**src/rtl/operand_select_stage.sv**
```systemverilog
// Operand select stage: picks one of NSRC sources (or zero) and holds it
// in a 2-entry skid buffer behind a valid/ready handshake.
module operand_select_stage #(
    parameter int WIDTH = 8,
    parameter int NSRC  = 4,
    parameter int SEL_W = 2
) (
    input  logic                    clk,
    input  logic                    reset,
    input  logic [NSRC*WIDTH-1:0]   SrcData,
    input  logic [SEL_W-1:0]        SrcSel,
    input  logic                    ForceZero,
    input  logic                    InValid,
    output logic                    InReady,
    output logic [WIDTH-1:0]        OutData,
    output logic                    OutValid,
    input  logic                    OutReady,
    output logic                    SelErr,
    input  logic                    ErrClr
);

    logic [WIDTH-1:0] sel_data;
    logic             sel_hit;
    logic             sel_bad;
    logic [WIDTH-1:0] out_data;
    logic             out_valid;
    logic [WIDTH-1:0] skid_data;
    logic             skid_valid;
    logic             sel_err;
    logic             accept;
    logic             consume;

    always_comb begin
        sel_data = '0;
        sel_hit  = 1'b0;
        for (int i = 0; i < NSRC; i++) begin
            if (SrcSel == SEL_W'(i)) begin
                sel_data = SrcData[i*WIDTH +: WIDTH];
                sel_hit  = 1'b1;
            end
        end
        if (ForceZero) begin
            sel_data = '0;
        end
        sel_bad = !ForceZero && !sel_hit;
    end

    assign accept  = InValid && !skid_valid;
    assign consume = out_valid && OutReady;

    // Occupancy is encoded directly in out_valid/skid_valid:
    // EMPTY = 00, ONE = 10, FULL = 11.
    always_ff @(posedge clk or posedge reset) begin
        if (reset) begin
            out_data   <= '0;
            out_valid  <= 1'b0;
            skid_data  <= '0;
            skid_valid <= 1'b0;
            sel_err    <= 1'b0;
        end else begin
            if (!out_valid) begin
                if (accept) begin
                    out_data  <= sel_data;
                    out_valid <= 1'b1;
                end
            end else if (!skid_valid) begin
                if (accept && consume) begin
                    out_data <= sel_data;
                end else if (accept) begin
                    skid_data  <= sel_data;
                    skid_valid <= 1'b1;
                end else if (consume) begin
                    out_valid <= 1'b0;
                end
            end else if (consume) begin
                out_data   <= skid_data;
                skid_valid <= 1'b0;
            end

            if (accept && sel_bad) begin
                sel_err <= 1'b1;
            end else if (ErrClr) begin
                sel_err <= 1'b0;
            end
        end
    end

    assign InReady  = !skid_valid;
    assign OutData  = out_data;
    assign OutValid = out_valid;
    assign SelErr   = sel_err;

endmodule

```
**config.mk**
```make
export PLATFORM = sky130hd
export DESIGN_NAME = operand_select_stage
export DESIGN_NICKNAME = d
export VERILOG_FILES = /design/src/rtl/operand_select_stage.sv
export SDC_FILE = /design/constraint.sdc
export NUM_CORES = 1
export LEC_CHECK = 0
export CAP_MARGIN = 20
export CORE_ASPECT_RATIO = 0.7
export CORE_MARGIN = 2
export CORE_UTILIZATION = 35
export DETAILED_ROUTE_END_ITERATION = 8
export MAX_ROUTING_LAYER = met4
export PLACE_DENSITY = 0.64
export SLEW_MARGIN = 10
export SYNTH_ARGS = -nofsm -noshare
export SYNTH_HDL_FRONTEND = slang
export SYNTH_SLANG_ARGS = --single-unit
```
**constraint.sdc**
```tcl
create_clock -name clk -period 3.01 [get_ports clk]
set_clock_uncertainty 0.2 [all_clocks]
set_input_delay 0.4515 -clock clk [delete_from_list [all_inputs] [get_ports clk]]
set_output_delay 0.4515 -clock clk [all_outputs]
set_load 0.01 [all_outputs]
```
### Word level (Yosys, flattened, before mapping)

Cells that the tools add are included.

| cells by class | value |
|---|---|
| eq/ne operators | 5 |
| mux-type cells | 24 |
| bitwise operators | 2 |
| reductions and logical operators | 13 |

Operators by type and width:

| cell | count |
|---|---|
| 2-to-1 mux 8 bit | 10 |
| 2-to-1 mux 1 bit | 14 |
| logical AND 1 bit | 5 |
| == test 2 bit (second input constant) | 2 |
| AND reduction 4 bit | 1 |
| nonzero test 2 bit | 2 |
| logical NOT 1 bit | 3 |
| != test 3 x 1 -> 1 bit (second input constant) | 1 |
| != test 3 x 2 -> 1 bit (second input constant) | 1 |
| AND reduction 3 bit | 1 |
| == test 2 x 1 -> 1 bit (second input constant) | 1 |
| logical NOT 2 bit | 1 |
| inverter 1 bit | 2 |

| storage, ports and cells | value |
|---|---|
| register bits after elaboration | 19 |
| input bits | 40 |
| output and inout bits | 11 |
| word-level logic and storage cells | 49 |

### Logic depth before layout (Yosys ltp)

Gate-level depths: netlist of the first run.

| logic depth | value |
|---|---|
| word-level depth | 9 |
| depth in mapped cells | 5 |
| mapped depth without buffers | 3 |

### Worst setup path after synthesis of the first run

Ideal clock, no wire load.

| path | value |
|---|---|
| kind | input port to flip-flop |
| from | input OutReady |
| to | register skid_data[2] |
| library setup time | 0.127 ns |
| data arrival time | 1.352 ns |
| required time | 2.683 ns |
| slack | 1.330 ns |
| cell stages on the path | 5 |
| buffers on the path | 2 |
| path through | buf_4 nor2b_4 nor2b_2 buf_6 mux2_1 |

| on the way | value |
|---|---|
| longest elaborated chain between the ends | 4 |

Ends and longest elaborated chain:

| what | line | RTL |
|---|---|---|
| start, declared | 17 | `input logic OutReady,` |
| logical AND 1 bit | 49 | `assign consume = out_valid && OutReady;` |
| logical AND 1 bit | 67 | `if (accept && consume) begin` |
| inverter 1 bit (no source line) | -- |  |
| AND reduction 4 bit (no source line) | -- |  |
| end signal, assigned | 70 | `skid_data <= sel_data;` |
| end, declared | 27 | `logic [WIDTH-1:0] skid_data;` |

Every way passes these cells.
A chain may end at the register's enable or synchronous reset.

### Worst setup path in the final report of the first run

| path | value |
|---|---|
| from | register skid_valid |
| to | output InReady |

| on the way | value |
|---|---|
| longest elaborated chain between the ends | 1 |

Ends and longest elaborated chain:

| what | line | RTL |
|---|---|---|
| start, declared | 28 | `logic skid_valid;` |
| start signal, assigned | 58 | `skid_valid <= 1'b0;` |
| start signal, assigned | 71 | `skid_valid <= 1'b1;` |
| start signal, assigned | 77 | `skid_valid <= 1'b0;` |
| logical NOT 1 bit | 88 | `assign InReady = !skid_valid;` |
| end, declared | 14 | `output logic InReady,` |

Every way passes these cells.

==> metrics.md, run 1 <==
| Metric | Value |
|---|---|
| Total global-route track usage | `19.83%` |
| Core area | `3468 sq um` |
| Global-route wire length before repair | `5796 um` |
| RR Endpoint | `skid_data[2]` |
| Core Util, Final | `51.62%` |
| Initial antenna violation count | `0` |
| Detail-routed via count per cell | `5.116` |
| ANT cells | `0` |
| Residual DRC count | `0` |
| # rows | `18` |
| FF+latch area | `475.5 sq um` |
| Actual slew at the worst max-slew pin | `0.7411 ns` |
| Post-Synthesis Cells | `118` |
| Max-cap violations | `0` |
| Die area | `4046 sq um` |
| Hold Crit Class | `reg2reg` |
| Initial core utilization | `35.79%` |
| Fill cells | `340` |
| Worst vdd ir | `0.0003363 V` |
| Final ANT Viol Nets | `0` |
| Max transition margin | `50.54%` |
| CP startpoint kind | `register` |
| Hold Path Stages | `1` |
| RSZ-0062 raised after global routing | `false` |
| Vias in the first global route | `1203` |
| Slew Limit Fails | `0` |
| Hpwl dp | `2541 um` |
| Multi-input logic area | `673.1 sq um` |
| Nets | `206` |
| Hold Vio Cnt, Final | `0` |
| Syn avg cell area | `10.52 sq um` |
| Max Fanout on Critical Path | `10` |
| YS warnings | `0` |
| Critical Path RT | `2.36 ns` |
| Setup violations, final | `0` |
| Largest net degree at the start of global routing | `26` |
| Total length of routed wires | `3320 um` |
| CTS Sinks | `19` |
| Total negative slack | `0 ns` |
| Crit. End Element | `output pin` |
| Unique masters post-synth | `27` |
| H-tree depth | `1` |
| Cell Area, Synth | `1241 sq um` |
| Die X | `75.18 um` |
| Setup CP Type | `reg2out` |
| Tcrit/Tclk final | `78.00%` |
| DRT Pass-1 Iters | `4` |
| Crit path time final | `2.348 ns` |
| TritonCTS clock tree | `done` |
| Clk buf depth | `2` |
| Status | `completed` |
| Routed WL per cell | `15.44 um` |
| Post-CTS setup buffers | `0` |
| Chip height | `53.83 um` |
| Worst-path clk slew | `0.07 ns` |
| Post-Syn Nets | `158` |
| Post-cts sizing count | `0` |
| Power Density | `691.0 nW/um^2` |
| Worst reg-to-reg path cell count | `3` |
| Sequential area share after synthesis | `38.31%` |
| LEAKAGE | `0.0007432 uW` |
| F_max | `0.4259 GHz` |
| Worst Hold Path EP | `SelErr` |
| Total gr overflow | `0` |
| Total number of vias | `1100` |
| Boundary pin count | `51` |
| P&R area growth vs syn | `44.25%` |
| Placer Congestion | `0.7486` |
| R2r startpoint | `skid_valid` |
| R2r setup slk | `1.02 ns` |
| Fraction of layout cells with a size suffix above 1 | `10.30%` |
| Cts hold-fix bufs | `0` |
| PortBufs | `50` |
| Seq cells post-synth | `19` |
| Initial DRC count | `73` |
| Critical path arrival | `1.70 ns` |
| CTS root buf | `clkbuf_8` |
| Clk Latency, worst-skew pair | `0.25 ns` |
| Num CTS Buffers | `3` |
| Hold Path Origin | `SelErr` |
## critical path, cell delays in order (launching register included)
cell and delay (ns):
dfrtp_1 0.53, clkinv_1 0.34, clkdlybuf4s50_1 0.57
## placed cells by master, fill, tap and decap left out
cell             netlist  final
a21oi_1               10     10
a221o_1                8      8
buf_4                  2      3
clkbuf_1               1      1
clkbuf_8               0      3
clkdlybuf4s50_1        0     50
clkinv_1               1      1
dfrtp_1               19     19
inv_1                  2      2
mux2_1                 1      1
mux2_4                 7      7
mux2i_1               16     16
nand2_1                1      1
nand2b_1               9      9
nand2b_2               1      1
nand3_1                8      8
nand4_1                5      5
nor2_1                 1      1
nor2b_1                1      1
nor2b_2                1      1
nor2b_4                1      1
o21ai_0                6      6
o21bai_1               1      1
o22ai_1                8      8
or2_2                  1      1
## layout make-up
class                   count  area share [%]
multi-input cells          86           37.60
repair buffers             53           29.21
flip-flops and latches     19           26.55
well taps                  50           3.494
clock buffers               4           2.516
inverters                   3          0.6289
## Yosys cell counts, drive strengths merged
| library cell | number | area share (%) |
|---|---|---|
| a221o | 8 | 6.5 |
| dfrtp | 19 | 38 |
| o21ai | 6 | 2.4 |
| clkinv | 1 | 0.30 |
| nand3 | 8 | 3.2 |
| nand2 | 1 | 0.30 |
| nor2b | 3 | 2.3 |
| clkbuf | 2 | 0.70 |
| or2 | 1 | 0.50 |
| nand2b | 10 | 5.2 |
| nor2 | 1 | 0.30 |
| o21bai | 1 | 0.61 |
| buf | 8 | 5.8 |
| inv | 2 | 0.61 |
| nand4 | 5 | 2.5 |
| mux2i | 16 | 13 |
| mux2 | 8 | 9.4 |
| a21oi | 10 | 4.0 |
| o22ai | 8 | 4.0 |
## kinds of logic after synthesis
kind of cell | after synthesis | share of synthesized area, %
DFF | 19 | 38.31
AOI/OAI and AO/OA | 33 | 17.54
muxes | 24 | 22.28
and+or+nand+nor | 29 | 14.42
buffers and inverters | 13 | 7.458
## per-stage QoR
step           hold slack (ns)  area (sq um)  cells  power [uW]  worst slack [ns]
3_3_place_gp            0.2849          1745    211        1043            0.7187
5_1_grt                 0.3458          1790    215        1332            0.5629
2_1_floorplan           0.2026          1241    118       814.3             1.330
3_5_place_dp            0.3010          1745    211        1062            0.6540
6_report                0.3065          1790    215        1237            0.6621
4_1_cts                 0.3177          1790    215        1241            0.6572
## layer usage
metal,share of wire (%),wire length (um),vias up,global-route usage (%)
met5,0,0,-,-
met4,0.24,8,0,1.170
met3,4.7,157,2,4.869
met2,49,1615,24,33.77
met1,46,1538,536,25.40
li1,-,-,538,-
## worst max-delay path by stage
stage	startpoint	to	slack, ns	cells past startpoint
finish	skid_valid	InReady	0.66	2
global route	skid_valid	InReady	0.56	2
CTS	skid_valid	InReady	0.66	2
detailed placement	OutReady	skid_data[2]	0.65	4
global placement	OutReady	skid_data[2]	0.72	4
floorplan	OutReady	skid_data[2]	1.33	5
## state kept, by name (all words and copies together), names as in the netlist
register / count
skid_data: 8
OutData: 8
skid_valid: 1
SelErr: 1
OutValid: 1
## where the power goes
| group | leakage (uW) | internal (uW) | switching [uW] |
|---|---|---|---|
| combinational | 0.000474 | 343 | 259 |
| clock | 0.0000228 | 94.0 | 81.9 |
| sequential | 0.000246 | 363 | 97.0 |
| total | 0.000743 | 800 | 438 |
Note: power is estimated with default switching activity, not from simulation.
==> inputs of run 2 (changes only) <==
Clock period 3.01 ns to 2.4 ns, I/O delays scaled along.
==> run 2 against run 1 <==
Effect of this change:
- combinational power grew 27%
- final cell count grew 1.4%
- global-route usage grew 0.71 points
- sequential power grew 30%
- utilization grew 1.0 points
- clock power grew 31%
- register-to-register slack lost 0.50 ns
- setup slack lost 0.29 ns
- count of clock-buffer cells in the layout shrank 1
- first-iteration DRC count shrank 33%
- sequential cell count is the same
- critical path depth is the same
- critical endpoint unchanged
==> metrics.md, run 2 (synthesized netlist as in run 1, its figures left out) <==
| Metric | Value |
|---|---|
| Max transition margin | `48.64%` |
| Clk buf depth | `2` |
| Post-cts sizing count | `0` |
| Chip height | `53.83 um` |
| Die area | `4046 sq um` |
| Final ANT Viol Nets | `0` |
| Met3 Usage GRT | `5.056%` |
| Fill cells | `323` |
| Core Util, Final | `52.67%` |
| F_max | `0.4931 GHz` |
| Total global-route track usage | `20.53%` |
| ANT cells | `0` |
| Max-cap violations | `0` |
| Residual DRC count | `0` |
| Critical path buffers and inverters | `2` |
| Hold Crit Class | `reg2reg` |
| CP delay by family, top | `buffers and inverters` |
| WHS | `0.3059 ns` |
| Slew Limit Fails | `0` |
| Critical Path RT | `1.84 ns` |
| Power Density | `872.5 nW/um^2` |
| R2r startpoint | `OutValid` |
| Slowest CP cell | `dfrtp_1` |
| Tcrit/Tclk final | `84.50%` |
| Global-route track usage on met2 | `34.94%` |
| Critical path arrival | `1.47 ns` |
| Die X | `75.18 um` |
| Initial core utilization | `35.79%` |
| Num CTS Buffers | `3` |
| Crit path time final | `2.028 ns` |
| Core area | `3468 sq um` |
| Setup violations, final | `0` |
| Routed WL per cell | `16.06 um` |
| CTS root buf | `clkbuf_8` |
| Hold Path Origin | `SelErr` |
| Nets | `209` |
| P&R area growth vs syn | `47.18%` |
| Fraction of layout cells with a size suffix above 1 | `12.50%` |
| Setup CP Type | `reg2out` |
| Most frequent cells in the layout | `clkdlybuf4s50_1 (50), dfrtp_1 (19), mux2i_1 (16)` |
| H-tree depth | `1` |
| Hold Vio Cnt, Final | `0` |
| Boundary pin count | `51` |
| Worst-path clk slew | `0.08 ns` |
| Grt peak-use layer | `met2` |
| DRT Pass-1 Iters | `4` |
| CP Launch Point | `skid_valid` |
| CP startpoint kind | `register` |
| Most common cell after layout, fill and taps aside | `clkdlybuf4s50_1` |
| Worst path max stage delay | `0.56 ns` |
| Actual slew at the worst max-slew pin | `0.7688 ns` |
| Initial antenna violation count | `0` |
| Detail-routed via count per cell | `5.161` |
| Status | `completed` |
| Clk Latency, worst-skew pair | `0.26 ns` |
| Crit. End Element | `output pin` |
| Initial DRC count | `49` |
| Global-route wire length before repair | `6044 um` |
| PortBufs | `50` |
| M1 GR Usage | `26.40%` |
| Total length of routed wires | `3501 um` |
| Largest net degree at the start of global routing | `20` |
| CTS Sinks | `19` |
| Total negative slack | `0 ns` |
| Critical-path cell list | `clkinv_1, clkdlybuf4s50_1` |
| Cts hold-fix bufs | `0` |
| RSZ-0062 raised after global routing | `false` |
| TritonCTS clock tree | `done` |
| Max Fanout on Critical Path | `10` |
| # rows | `18` |
| Hpwl dp | `2681 um` |
| Total number of vias | `1125` |
| Worst vdd ir | `0.0005305 V` |
| Placer Congestion | `0.8195` |
| Post-CTS setup buffers | `0` |
| Total gr overflow | `0` |
| Vias in the first global route | `1212` |
| LEAKAGE | `0.0007659 uW` |
[run 2: final timing paths]
| check | end | slack (ns) | depth (start not counted) |
|---|---|---|---|
| max in group asynchronous | skid_data[7] | 1.20 | 2 |
| min in group asynchronous | OutData[4] | 0.32 | 2 |
| max reg2reg | skid_data[2] | 0.52 | 4 |
| min reg2reg | SelErr | 0.31 | 1 |
| min | SelErr | 0.31 | 1 |
| max | InReady | 0.37 | 2 |
[run 2: layout make-up]
type / instances / area (sq um) / share of cell area (%)
inverters: 3 / 11.26 / 0.6164
well taps: 50 / 62.56 / 3.425
clock buffers: 3 / 41.29 / 2.260
clock inverters: 1 / 5.005 / 0.2740
multi-input cells: 86 / 673.1 / 36.85
repair buffers: 56 / 558.0 / 30.55
flip-flops and latches: 19 / 475.5 / 26.03
[run 2: where the power goes]
| group | internal, uW | leakage (uW) | switching (uW) |
|---|---|---|---|
| logic | 449 | 0.000494 | 315 |
| clock network | 116 | 0.0000255 | 114 |
| registers | 455 | 0.000246 | 145 |
[run 2: per-stage QoR]
stage / instance area [sq um] / setup WS, ns / std cells / power, uW
floorplan: 1241 / 0.7817 / 118 / 1021
global placement: 1780 / 0.3514 / 214 / 1332
detailed placement: 1780 / 0.3192 / 214 / 1363
CTS: 1827 / 0.3941 / 218 / 1593
global route: 1827 / 0.3126 / 218 / 1699
finish: 1827 / 0.3719 / 218 / 1594
[run 2: metal layers]
metal	share of wire, %	up-vias
met2	50	19
met4	0.43	0
met3	3.6	2
met1	46	559
met5	0	-
li1	-	545
==> inputs of run 3 (changes only) <==
Settings changed: PLACE_DENSITY 0.64 to 0.67.
Clock period 2.4 ns to 1.7 ns, I/O delays scaled along.
==> run 3 against run 2 <==
Effect of this change:
- cell area increased by 6.3%
- non-clock buffer count increased by 10
- final cell count grew 4.6%
- hold slack lost 0.19 ns
- clock power rose by 37%
- global-route usage rose by 0.16 points
- combinational power grew 62%
- first-iteration DRC count increased by 33%
- largest cell class unchanged
==> metrics.md, run 3 (synthesized netlist as in run 1, its figures left out) <==
| Metric | Value |
|---|---|
| Core Util, Final | `55.99%` |
| Most frequent cells in the layout | `clkdlybuf4s50_1 (43), dfrtp_1 (18), mux2i_1 (16)` |
| Num CTS Buffers | `3` |
| Initial core utilization | `35.79%` |
| Worst-path clk slew | `0.07 ns` |
| ANT cells | `0` |
| Status | `completed` |
| Chip height | `53.83 um` |
| Hold Vio Cnt, Final | `0` |
| Crit path time final | `1.654 ns` |
| Critical path buffers and inverters | `1` |
| Max transition margin | `78.43%` |
| CP delay by family, top | `buffers and inverters` |
| Worst path max stage delay | `0.56 ns` |
| Critical path arrival | `1.20 ns` |
| Clk buf depth | `2` |
| Total number of vias | `1175` |
| Fraction of layout cells with a size suffix above 1 | `17.98%` |
| Cts hold-fix bufs | `0` |
| CTS root buf | `clkbuf_8` |
| M1 GR Usage | `27.20%` |
| DRT Pass-1 Iters | `4` |
| Grt peak-use layer | `met2` |
| Critical-path cell list | `clkdlybuf4s50_1` |
| Placer Congestion | `0.7949` |
| Actual slew at the worst max-slew pin | `0.3235 ns` |
| Crit. End Element | `output pin` |
| Hpwl dp | `2683 um` |
| Clk Latency, worst-skew pair | `0.26 ns` |
| Met3 Usage GRT | `4.494%` |
| Routed WL per cell | `15.74 um` |
| Die area | `4046 sq um` |
| Setup CP Type | `reg2out` |
| CP startpoint kind | `register` |
| Initial antenna violation count | `0` |
| Slew Limit Fails | `0` |
| Power, Total | `2351 uW` |
| Die X | `75.18 um` |
| Setup violations, final | `0` |
| Most common cell after layout, fill and taps aside | `clkdlybuf4s50_1` |
| Worst-case setup slack after placement | `-0.2819 ns` |
| Tcrit/Tclk final | `97.27%` |
| Vias in the first global route | `1236` |
| F_max | `0.6047 GHz` |
| LEAKAGE | `0.0008962 uW` |
| Largest net degree at the start of global routing | `26` |
| Global-route wire length before repair | `6016 um` |
| Initial DRC count | `65` |
| Global-route track usage on met2 | `32.89%` |
| Boundary pin count | `51` |
| Core area | `3468 sq um` |
| Detail-routed via count per cell | `5.154` |
| Worst vdd ir | `0.0006917 V` |
| Power Density | `1211 nW/um^2` |
| Total global-route track usage | `20.70%` |
| Final ANT Viol Nets | `0` |
| Slowest CP cell | `clkdlybuf4s50_1` |
| CTS Sinks | `19` |
| H-tree depth | `1` |
| WHS | `0.1181 ns` |
| TritonCTS clock tree | `done` |
| Max Fanout on Critical Path | `3` |
| Nets | `219` |
| P&R area growth vs syn | `56.45%` |
| Residual DRC count | `0` |
| Total gr overflow | `0` |
| Setup slack after layout | `0.04633 ns` |
| Max-cap violations | `0` |
| # rows | `18` |
| Total negative slack | `0 ns` |
| Critical Path RT | `1.24 ns` |
| Total length of routed wires | `3589 um` |
| RSZ-0062 raised after global routing | `false` |
| Hold Crit Class | `in2async` |
| PortBufs | `50` |
## run 3: cell count changes in the layout (fill, tap and decap cells not counted), moves of 2 or more
cell	previous run	this run
clkdlybuf4s50_1	50	43
buf_6	0	3
dlymetal6s2s_1	0	5
buf_4	5	11
dlygate4sd2_1	0	2
## run 3: timing repair
action,in CTS,in global routing
setup buffers,1,1
gates cloned,0,0
resized for setup,6,9
setup endpoints to repair,3,18
## run 3: per-layer routing
layer  share of wire (%)  vias to the layer above
met5                   0                        -
met4                 1.6                        0
met3                 5.1                        6
met2                  46                       31
met1                  47                      573
li1                    -                      565
## run 3: where the power goes
group	switching, uW	total [uW]	internal (uW)	leakage (uW)
logic	520	1240	720	0.000626
clock network	153	316	163	0.0000255
registers	150	795	645	0.000245
total	823	2350	1530	0.000896
## run 3: worst paths after layout
check                           startpoint            to  slack, ns  cells after the start
min in group clk                    SelErr        SelErr       0.30                      1
worst max-delay path            OutData[0]    OutData[0]       0.05                      1
worst max register to register  skid_valid    OutData[7]       0.11                      5
worst min register to register      SelErr        SelErr       0.30                      1
max in group asynchronous            reset    skid_valid       0.96                      3
worst min-delay path                 reset  skid_data[4]       0.12                      3
## run 3: area by class of cell
| cell class | instances | area (sq um) |
|---|---|---|
| clock buffers | 3 | 41.29 |
| flip-flops and latches | 19 | 476.7 |
| clock inverters | 1 | 5.005 |
| fillers | 329 | 1526 |
| multi-input cells | 86 | 683.2 |
| inverters | 3 | 11.26 |
| repair buffers | 66 | 661.9 |
| well taps | 50 | 62.56 |
## run 3: per-stage QoR
| stage | std cells | cell area [sq um] |
|---|---|---|
| final | 228 | 1942 |
| after global routing | 228 | 1942 |
| after CTS | 227 | 1904 |
| after detailed placement | 222 | 1841 |
| after global placement | 222 | 1841 |
| after floorplan | 118 | 1241 |
